File: src/rtl/sprite_fetch_arbiter_pkg.sv
// Shared types and constants for the sprite ROM fetch arbiter.
// The ROM select encoding is {shark, right}, so it maps straight onto
// the two per-requester sprite attribute bits.
package sprite_pkg;

    typedef enum logic [1:0] {
        FISH_L  = 2'b00,
        FISH_R  = 2'b01,
        SHARK_L = 2'b10,
        SHARK_R = 2'b11
    } rom_sel_t;

    localparam int          FISH_DEP  = 1024;
    localparam int          SHARK_DEP = 49152;
    localparam int          ADDR_W    = 19;
    localparam int          PIX_W     = 4;
    localparam int          ID_W      = 3;
    localparam logic [3:0]  TRANSP    = 4'h0;

    // One entry of the fixed-latency response pipeline
    typedef struct packed {
        logic            valid;
        logic [ID_W-1:0] id;
        rom_sel_t        sel;
        logic            oob;
    } fetch_stage_t;

    // Build the ROM select from the requester's sprite attributes
    function automatic rom_sel_t make_sel(input logic shark, input logic right);
        return rom_sel_t'({shark, right});
    endfunction

endpackage

File: src/rtl/sprite_fetch_arbiter_rr.sv
// Combinational round-robin picker: searches from rr_ptr upward, wrapping
// to index 0. The pointer register itself lives in the parent.
// With PLAYER_PRIORITY_EN defined, requester 0 always wins when asserted.
module rr_arbiter #(
    parameter int N_REQ = 4,
    parameter int ID_W  = 3
) (
    input  logic [N_REQ-1:0] req,
    input  logic [ID_W-1:0]  rr_ptr,
    output logic [N_REQ-1:0] gnt,
    output logic [ID_W-1:0]  winner,
    output logic             found
);

    // Two passes: first the indices at or above the pointer, then the wrapped-around low indices
    always_comb begin
        found  = 1'b0;
        winner = '0;
        for (int i = 0; i < N_REQ; i++) begin
            if (!found && req[i] && (ID_W'(i) >= rr_ptr)) begin
                found  = 1'b1;
                winner = ID_W'(i);
            end
        end
        for (int i = 0; i < N_REQ; i++) begin
            if (!found && req[i]) begin
                found  = 1'b1;
                winner = ID_W'(i);
            end
        end
`ifdef PLAYER_PRIORITY_EN
        if (req[0]) begin
            found  = 1'b1;
            winner = '0;
        end
`endif
        gnt = found ? (N_REQ'(1) << winner) : '0;
    end

endmodule

File: src/rtl/sprite_fetch_arbiter.sv
// Sprite ROM fetch arbiter: shares the four sprite ROMs (fish L/R, shark L/R)
// between N_REQ draw-pipeline requesters. One grant per cycle, round-robin,
// fixed two-cycle response latency, responses tagged with requester id.
// Optional build macro: PLAYER_PRIORITY_EN gives requester 0 absolute priority
// and leaves the round-robin pointer untouched on its grants.
module sprite_fetch_arbiter #(
    parameter int         N_REQ     = 4,
    parameter int         FISH_DEP  = sprite_pkg::FISH_DEP,
    parameter int         SHARK_DEP = sprite_pkg::SHARK_DEP,
    parameter logic [3:0] TRANSP    = sprite_pkg::TRANSP
) (
    input  logic                   Clk,
    input  logic                   Reset_n,
    input  logic [N_REQ-1:0]       req,
    input  logic [N_REQ-1:0]       req_shark,
    input  logic [N_REQ-1:0]       req_right,
    input  logic [N_REQ*19-1:0]    req_off,
    output logic [N_REQ-1:0]       gnt,
    output logic [18:0]            rom_addr,
    input  logic [3:0]             fish_l_d,
    input  logic [3:0]             fish_r_d,
    input  logic [3:0]             shark_l_d,
    input  logic [3:0]             shark_r_d,
    output logic                   rsp_valid,
    output logic [2:0]             rsp_id,
    output logic [3:0]             rsp_pix
);
    import sprite_pkg::*;

    localparam logic [ADDR_W-1:0] FISH_LIM  = ADDR_W'(FISH_DEP);
    localparam logic [ADDR_W-1:0] SHARK_LIM = ADDR_W'(SHARK_DEP);

    logic [ID_W-1:0]   rr_ptr;
    logic [ID_W-1:0]   winner;
    logic [ID_W-1:0]   next_ptr;
    logic              found;
    logic [N_REQ-1:0]  arb_gnt;
    logic [ADDR_W-1:0] win_off;
    logic              win_shark;
    logic              win_right;
    logic              win_oob;
    fetch_stage_t      stage1;
    fetch_stage_t      stage2;

    rr_arbiter #(
        .N_REQ (N_REQ),
        .ID_W  (ID_W)
    ) u_rr (
        .req    (req),
        .rr_ptr (rr_ptr),
        .gnt    (arb_gnt),
        .winner (winner),
        .found  (found)
    );

    assign gnt      = Reset_n ? arb_gnt : '0;
    assign next_ptr = (winner == ID_W'(N_REQ - 1)) ? '0 : winner + 1'b1;

    // Pick out the winning requester's offset and sprite attributes and range-check the offset
    always_comb begin
        win_off   = '0;
        win_shark = 1'b0;
        win_right = 1'b0;
        for (int i = 0; i < N_REQ; i++) begin
            if (winner == ID_W'(i)) begin
                win_off   = req_off[19*i +: 19];
                win_shark = req_shark[i];
                win_right = req_right[i];
            end
        end
        win_oob = win_shark ? (win_off >= SHARK_LIM) : (win_off >= FISH_LIM);
    end

    // Grant bookkeeping, shared address register and the two response pipeline stages
    always_ff @(posedge Clk) begin
        if (!Reset_n) begin
            rr_ptr   <= '0;
            rom_addr <= '0;
            stage1   <= '0;
            stage2   <= '0;
        end else begin
            stage1.valid <= found;
            stage1.id    <= winner;
            stage1.sel   <= make_sel(win_shark, win_right);
            stage1.oob   <= win_oob;
            stage2       <= stage1;
            if (found && !win_oob) begin
                rom_addr <= win_off;
            end
`ifdef PLAYER_PRIORITY_EN
            if (found && (winner != '0)) begin
                rr_ptr <= next_ptr;
            end
`else
            if (found) begin
                rr_ptr <= next_ptr;
            end
`endif
        end
    end

    // ROM data is valid the cycle stage2 is loaded, so the response mux is combinational off stage2
    always_comb begin
        rsp_valid = stage2.valid;
        rsp_id    = '0;
        rsp_pix   = '0;
        if (stage2.valid) begin
            rsp_id = stage2.id;
            if (stage2.oob) begin
                rsp_pix = TRANSP;
            end else begin
                case (stage2.sel)
                    FISH_L:  rsp_pix = fish_l_d;
                    FISH_R:  rsp_pix = fish_r_d;
                    SHARK_L: rsp_pix = shark_l_d;
                    default: rsp_pix = shark_r_d;
                endcase
            end
        end
    end

endmodule

File: config.mk
export PLATFORM = sky130hd
export DESIGN_NAME = sprite_fetch_arbiter
export DESIGN_NICKNAME = d
export VERILOG_FILES = /design/src/rtl/sprite_fetch_arbiter_pkg.sv /design/src/rtl/sprite_fetch_arbiter_rr.sv /design/src/rtl/sprite_fetch_arbiter.sv
export SDC_FILE = /design/constraint.sdc
export NUM_CORES = 1
export LEC_CHECK = 0
export CAP_MARGIN = 20
export CORE_MARGIN = 3
export CORE_UTILIZATION = 36
export CTS_CLUSTER_SIZE = 10
export DETAILED_ROUTE_END_ITERATION = 8
export GPL_ROUTABILITY_DRIVEN = 0
export PLACE_DENSITY = 0.87
export SLEW_MARGIN = 20
export SYNTH_ARGS = -nofsm -noshare
export SYNTH_HDL_FRONTEND = slang
export SYNTH_SLANG_ARGS = --single-unit
export TNS_END_PERCENT = 20
File: constraint.sdc
create_clock -name Clk -period 4.05 [get_ports Clk]
set_input_delay 1.0125 -clock Clk [delete_from_list [all_inputs] [get_ports Clk]]
set_output_delay 1.0125 -clock Clk [all_outputs]
set_load 0.005 [all_outputs]
* Yosys cells after proc, flatten, opt, wreduce, memory -nomap -nowiden
Cells that the tools add are included.
** Storage, ports and cells
- Flip-flop bits (word level) :: 36
- Output and inout bits :: 31
** Cells by class
- Equal/unequal tests :: 5
- Magnitude comparators :: 6
- Reductions and logical operators :: 22
- Shift operators :: 1
- Add/sub/neg operators :: 1
- Mux-type cells :: 35
** Operators by type and width (count)
- 19-bit two-way mux :: 4
- 19-bit by 11-bit greater-or-equal comparator with 1-bit output (second input constant) :: 1
- 19-bit by 16-bit greater-or-equal comparator with 1-bit output (second input constant) :: 1
- 1-bit two-way mux :: 18
- 4-bit two-way mux :: 4
- 1-bit logical AND :: 12
- 2-bit two-way mux :: 6
- 4-bit case mux with 3 select lines :: 1
- 1-bit logical NOT :: 8
- 3-bit by 2-bit equality test with 1-bit output (second input constant) :: 2
- 1-bit by 3-bit greater-or-equal comparator with 1-bit output (first input constant) :: 2
- 2-bit by 3-bit greater-or-equal comparator with 1-bit output (first input constant) :: 2
- 3-bit two-way mux :: 2
- 1-bit by 2-bit left shift with 4-bit output (first input constant) :: 1
- 3-bit by 1-bit adder with 3-bit output (second input constant) :: 1
- 3-bit by 1-bit equality test with 1-bit output (second input constant) :: 1
- 3-bit logical NOT :: 1
- 2-bit by 1-bit equality test with 1-bit output (second input constant) :: 1
- 2-bit equality test (second input constant) :: 1
- 2-bit logical NOT :: 1

* Logic depth before layout (Yosys ltp)
- Depth after elaboration :: 36
- Gate-level depth with buffers :: 15

* Hierarchy
A second synthesis with hierarchy kept.
** Unflattened totals
- Cells, all modules :: 273
- Area total of the unflattened synthesis :: 2317.2 µm²
** Modules (own cells, without submodules)
- sprite_fetch_arbiter :: area an instance 2113.3 µm², cells each 247, instances 1
- rr_arbiter :: area an instance 203.9 µm², cells each 26, instances 1

* Worst setup path after synthesis
Ideal clock, no wire load.
- Path kind :: input to output
- From :: in req[2]
- To :: out gnt[1]
- Path slack :: 450 ps
- Data arrival time :: 2588 ps
- Stages :: 7
- Buffers on the path :: 2
- Required time :: 3038 ps
- Path through :: mux2i_1 nor2_1 nor3_1 ha_1 clkbuf_1 clkbuf_1 and3_1
** On the way
- Cells in the longest elaborated chain, start to end :: 22
- Elaborated cells between the ends (all ways) :: 28
- Those cells by class :: 1 x shift; 14 x mux; 13 x reduce/logical
** RTL lines
- start, declared :: line sprite_fetch_arbiter.sv:14 : input logic [N_REQ-1:0] req,
- 1-bit logical AND (2 in a row) :: line sprite_fetch_arbiter_rr.sv:20 : if (!found && req[i] && (ID_W'(i) >= rr_ptr)) begin
- 1-bit two-way mux :: line sprite_fetch_arbiter_rr.sv:20
- 1-bit logical NOT :: line sprite_fetch_arbiter_rr.sv:20
- 1-bit logical AND (2 in a row) :: line sprite_fetch_arbiter_rr.sv:20
- 1-bit two-way mux :: line sprite_fetch_arbiter_rr.sv:20
- 1-bit logical NOT :: line sprite_fetch_arbiter_rr.sv:26 : if (!found && req[i]) begin
- 1-bit logical AND :: line sprite_fetch_arbiter_rr.sv:26
- 1-bit two-way mux :: line sprite_fetch_arbiter_rr.sv:26
- [... 5 more ...]
- 1-bit two-way mux :: line sprite_fetch_arbiter_rr.sv:26
- 1-bit logical NOT :: line sprite_fetch_arbiter_rr.sv:26
- 1-bit logical AND :: line sprite_fetch_arbiter_rr.sv:26
- 2-bit two-way mux * :: line sprite_fetch_arbiter_rr.sv:26
- via u_rr.winner[0] :: line sprite_fetch_arbiter_rr.sv:11 : output logic [ID_W-1:0] winner,
- 1-bit by 2-bit left shift with 4-bit output * :: line sprite_fetch_arbiter_rr.sv:37 : gnt = found ? (N_REQ'(1) << winner) : '0;
- 4-bit two-way mux * :: line sprite_fetch_arbiter_rr.sv:37
- 4-bit two-way mux * :: line sprite_fetch_arbiter.sv:56 : assign gnt = Reset_n ? arb_gnt : '0;
- end, declared :: line sprite_fetch_arbiter.sv:18 : output logic [N_REQ-1:0] gnt,
Mark *: on every way through the listed nets, which the timed path passes. The rest lies on a longest branch.

* Worst setup path in the final report
- From :: in req[3]
- To :: out gnt[2]
** On the way
- Cells in the longest elaborated chain, start to end :: 18
- Elaborated cells between the ends (all ways) :: 23
- Those cells by class :: 1 x shift; 12 x mux; 10 x reduce/logical
** RTL lines (line)
- 1-bit logical AND (2 in a row) :: sprite_fetch_arbiter_rr.sv:20
- 1-bit two-way mux :: sprite_fetch_arbiter_rr.sv:20
- 1-bit logical NOT :: sprite_fetch_arbiter_rr.sv:26
- 1-bit logical AND :: sprite_fetch_arbiter_rr.sv:26
- 1-bit two-way mux :: sprite_fetch_arbiter_rr.sv:26
- 1-bit logical NOT :: sprite_fetch_arbiter_rr.sv:26
- 1-bit logical AND :: sprite_fetch_arbiter_rr.sv:26
- 1-bit two-way mux :: sprite_fetch_arbiter_rr.sv:26
- [... 2 more ...]
- 1-bit two-way mux :: sprite_fetch_arbiter_rr.sv:26
- 1-bit logical NOT :: sprite_fetch_arbiter_rr.sv:26
- 1-bit logical AND :: sprite_fetch_arbiter_rr.sv:26
- 2-bit two-way mux * :: sprite_fetch_arbiter_rr.sv:26
- via u_rr.winner[0] :: sprite_fetch_arbiter_rr.sv:11
- 1-bit by 2-bit left shift with 4-bit output * :: sprite_fetch_arbiter_rr.sv:37
- 4-bit two-way mux * :: sprite_fetch_arbiter_rr.sv:37
- 4-bit two-way mux * :: sprite_fetch_arbiter.sv:56
Marked as above.

==> metrics.yaml <==
die:
  core_mm2: 0.00527
  die-height_um: 81.1
  num_rows: 26
  die_area_mm2: 0.00657
  ioPinCount: 137
  start_util_pct: 38.5
  die_w_um: 81.1
critical_path:
  cp-end-kind: "primary output"
  cp.required_ns: 3.04
  r2r-end: "rom_addr[16]$_SDFFE_PN0P_"
  start_kind: "input port"
  worstSetupPathType: "in -> out"
  r2r_start: "rr_ptr[1]$_SDFFE_PN0N_"
  r2r_slack_ns: 0.83
  critPathCapture: "gnt[2]"
  reg2reg_depth: 13
  cp_max_fo: 14
  worstSetupStartpoint: "req[3]"
  arrival_ns: 2.92
timing:
  final-setup-viol-count: 0
  min_period_ns: 3.93
  skew_ns: 0.00678
  fmax_ghz: 0.254
  hold_violations: 0
  post-route-period-util_pct: 97.0
  finalMaxSlewViolations: 0
detailed_routing:
  drt-pass1-iter-count: 6
  vias: 2364
  drc_errors: 0
  drt_wl_total_um: 7080
  drtIter0Drc: 107
  avgRoutedWirePerCell_um: 15.3
  routed_via_density: 5.12
  ant_nets: 0
clock_tree:
  cts_buffers: 5
  root_buffer: "clkbuf_8"
  cts.sinks: 33
  cts_setup_buffers: 0
  clk_path_buf_depth: 2
  clock_latency_ns: 0.28
  clkSlewWorstSetupHoldPaths_ns: 0.06
  tritoncts: "built"
  cts.hold.buffers_added: 0
  htreeDepth: 2
synthesis:
  syn_avg_cell_area_um2: 8.31
  synthAdderAreaFrac_pct: 2.47
  synth_area_leaders: "dfxtp_1 33%, mux2i_1 8.4%, nand2_1 8.3%"
  synth_common_cells: "45 x nand2_1, 33 x dfxtp_1, 17 x mux2i_1"
  yosysMostFrequentCell: "nand2_1"
  synth_edf_count: 0
  yosys.area_share.simple_pct: 23.4
  synth_flop_cell: "dfxtp_1"
  synth_top_family_by_area: "simple AND/OR/NAND/NOR gates"
  syn_nets: 354
  muxShareOfSynthArea_pct: 12.8
  yosys.area.top_type: "dfxtp_1"
  ys_ff_latch: 33
  ys_types: 35
  async_flop_share_pct: 0
  synthXorXnorAreaFrac_pct: 0
  synth-compound-area-share_pct: 21.7
  yosysTopAreaCellShare_pct: 32.6
  yosysWarnings: 0
  synth_seq_area_share_pct: 32.6
  synth.cell_area_mm2: 0.00203
  synthCells: 244
run:
  cap_viol_max_count: 0
final_layout:
  fin_util_pct: 70.5
  nNetsFinal: 501
  nFillCells: 411
  drive_above_1_share_pct: 11.2
  diodes: 0
  syn2layout_area_growth_pct: 83.2
global_route:
  grt_pass1_vias: 2279
  antenna_found_initial: 0
  overflow: 0
  grt_pass1_wl_um: 10600
  grt_max_degree: 26
  grtUsageTotal_pct: 20.8
status:
  status: "complete, no violations"
place:
  port_buffers: 135
  hpwlAfterDp_um: 5820
min_path:
  worstHoldPathType: "reg -> reg"
pwr:
  ir_drop_mv: 0.181
  powerDensity_mw_per_mm2: 345
  p_leak_nw: 1.54
  power_mw: 1.28
-- routing by layer --
layer  part of all wire, %  up-vias  track usage, %
met2                    51       93            36.4
met5                     0        -               0
met1                    40     1091            24.9
met3                   7.0       12            4.43
met4                   2.1        0            7.60
li1                      -     1168               -
-- critical path, stage by stage --
cell and delay, ns:
clkdlybuf4s50_1 0.46, a21oi_2 0.15, nor3_2 0.05, buf_4 0.14, inv_1 0.09, ha_2 0.21, buf_8 0.14, and3_1 0.15
clkdlybuf4s50_1 0.50
-- area by class of cell --
| class | instances | area (µm²) | share of cell area [%] |
|---|---|---|---|
| clock inverter | 1 | 30.0 | 0.808 |
| multi-input combinational | 181 | 1250 | 33.6 |
| tap | 70 | 87.6 | 2.36 |
| inverter | 10 | 37.5 | 1.01 |
| clock buffer | 7 | 86.3 | 2.32 |
| sequential | 33 | 661 | 17.8 |
| timing repair buffer | 160 | 1560 | 42.1 |
-- how the worst min path moves through the flow --
stage	slack, ns	cells after the start	end	start
2_1_floorplan	0.41	1	rsp_valid$_SDFF_PN0_	stage1[6]$_SDFF_PN0_
3_3_place_gp	0.42	1	rsp_valid$_SDFF_PN0_	stage1[6]$_SDFF_PN0_
3_5_place_dp	0.42	1	rsp_valid$_SDFF_PN0_	stage1[6]$_SDFF_PN0_
4_1_cts	0.44	1	stage2[2]$_SDFF_PN0_	stage1[2]$_SDFF_PN0_
5_1_grt	0.45	1	stage2[1]$_SDFF_PN0_	stage1[1]$_SDFF_PN0_
6_report	0.43	1	stage2[2]$_SDFF_PN0_	stage1[2]$_SDFF_PN0_
-- report_power, final --
group          leakage [nW]  internal, mW  total (mW)  switching [mW]
Sequential            0.270         0.360       0.380          0.0195
Combinational          1.21         0.334       0.585           0.251
Clock                0.0585         0.200       0.316           0.115
Total                  1.54         0.895        1.28           0.386
-- registers in the layout, indices dropped and copies added (netlist names) --
name and count:
rom_addr 19, rsp_valid 1, rr_ptr 2, stage2 5, stage1 6
-- through the flow --
stage               setup TNS [ns]  area [µm²]  std cells  hold slack, ns  setup slack, ns
floorplan                        0        2030        244           0.412            0.450
global placement            -0.144        3560        454           0.416          -0.0686
detailed placement           -2.59        3560        454           0.420           -0.175
CTS                              0        3700        462           0.436           0.0317
global route             -0.000195        3710        462           0.451        -0.000195
finish                           0        3710        462           0.433            0.120
-- what timing repair did --
item | 4_1_cts | 5_1_grt
setup endpoints to repair | 4 | 23
pin swaps | 1 | 1
gates resized for setup | 6 | 5
gates cloned | 0 | 0
-- cell usage in the layout, fill, tap and decap left out, types with 2 or more instances in the layout --
cell / instances
o22ai_1: 6
a21oi_2: 2
ha_1: 2
buf_4: 23
nor2b_1: 15
nand2_1: 45
clkdlybuf4s50_1: 132
inv_1: 10
o21ai_0: 3
nor2_1: 12
o31ai_1: 10
mux4_2: 4
ha_2: 2
dfxtp_1: 33
a211oi_1: 5
clkbuf_8: 6
and2_1: 8
dlymetal6s2s_1: 2
a22oi_1: 3
nand2b_1: 3
mux2i_1: 17
a21oi_1: 5
a221o_1: 2
a221oi_1: 16
and3_1: 6
or3_1: 2
-- cells by family (layout without fill, tap and decap cells) --
family                     after synthesis  count (layout)
muxes                                   21              21
other                                    1               1
DFF                                     33              33
AOI/OAI and AO/OA                       57              57
adders and majority gates                4               4
buffers and inverters                   30             178
and+or+nand+nor                         98              98
No activity file was read; power rests on OpenSTA's default activity.
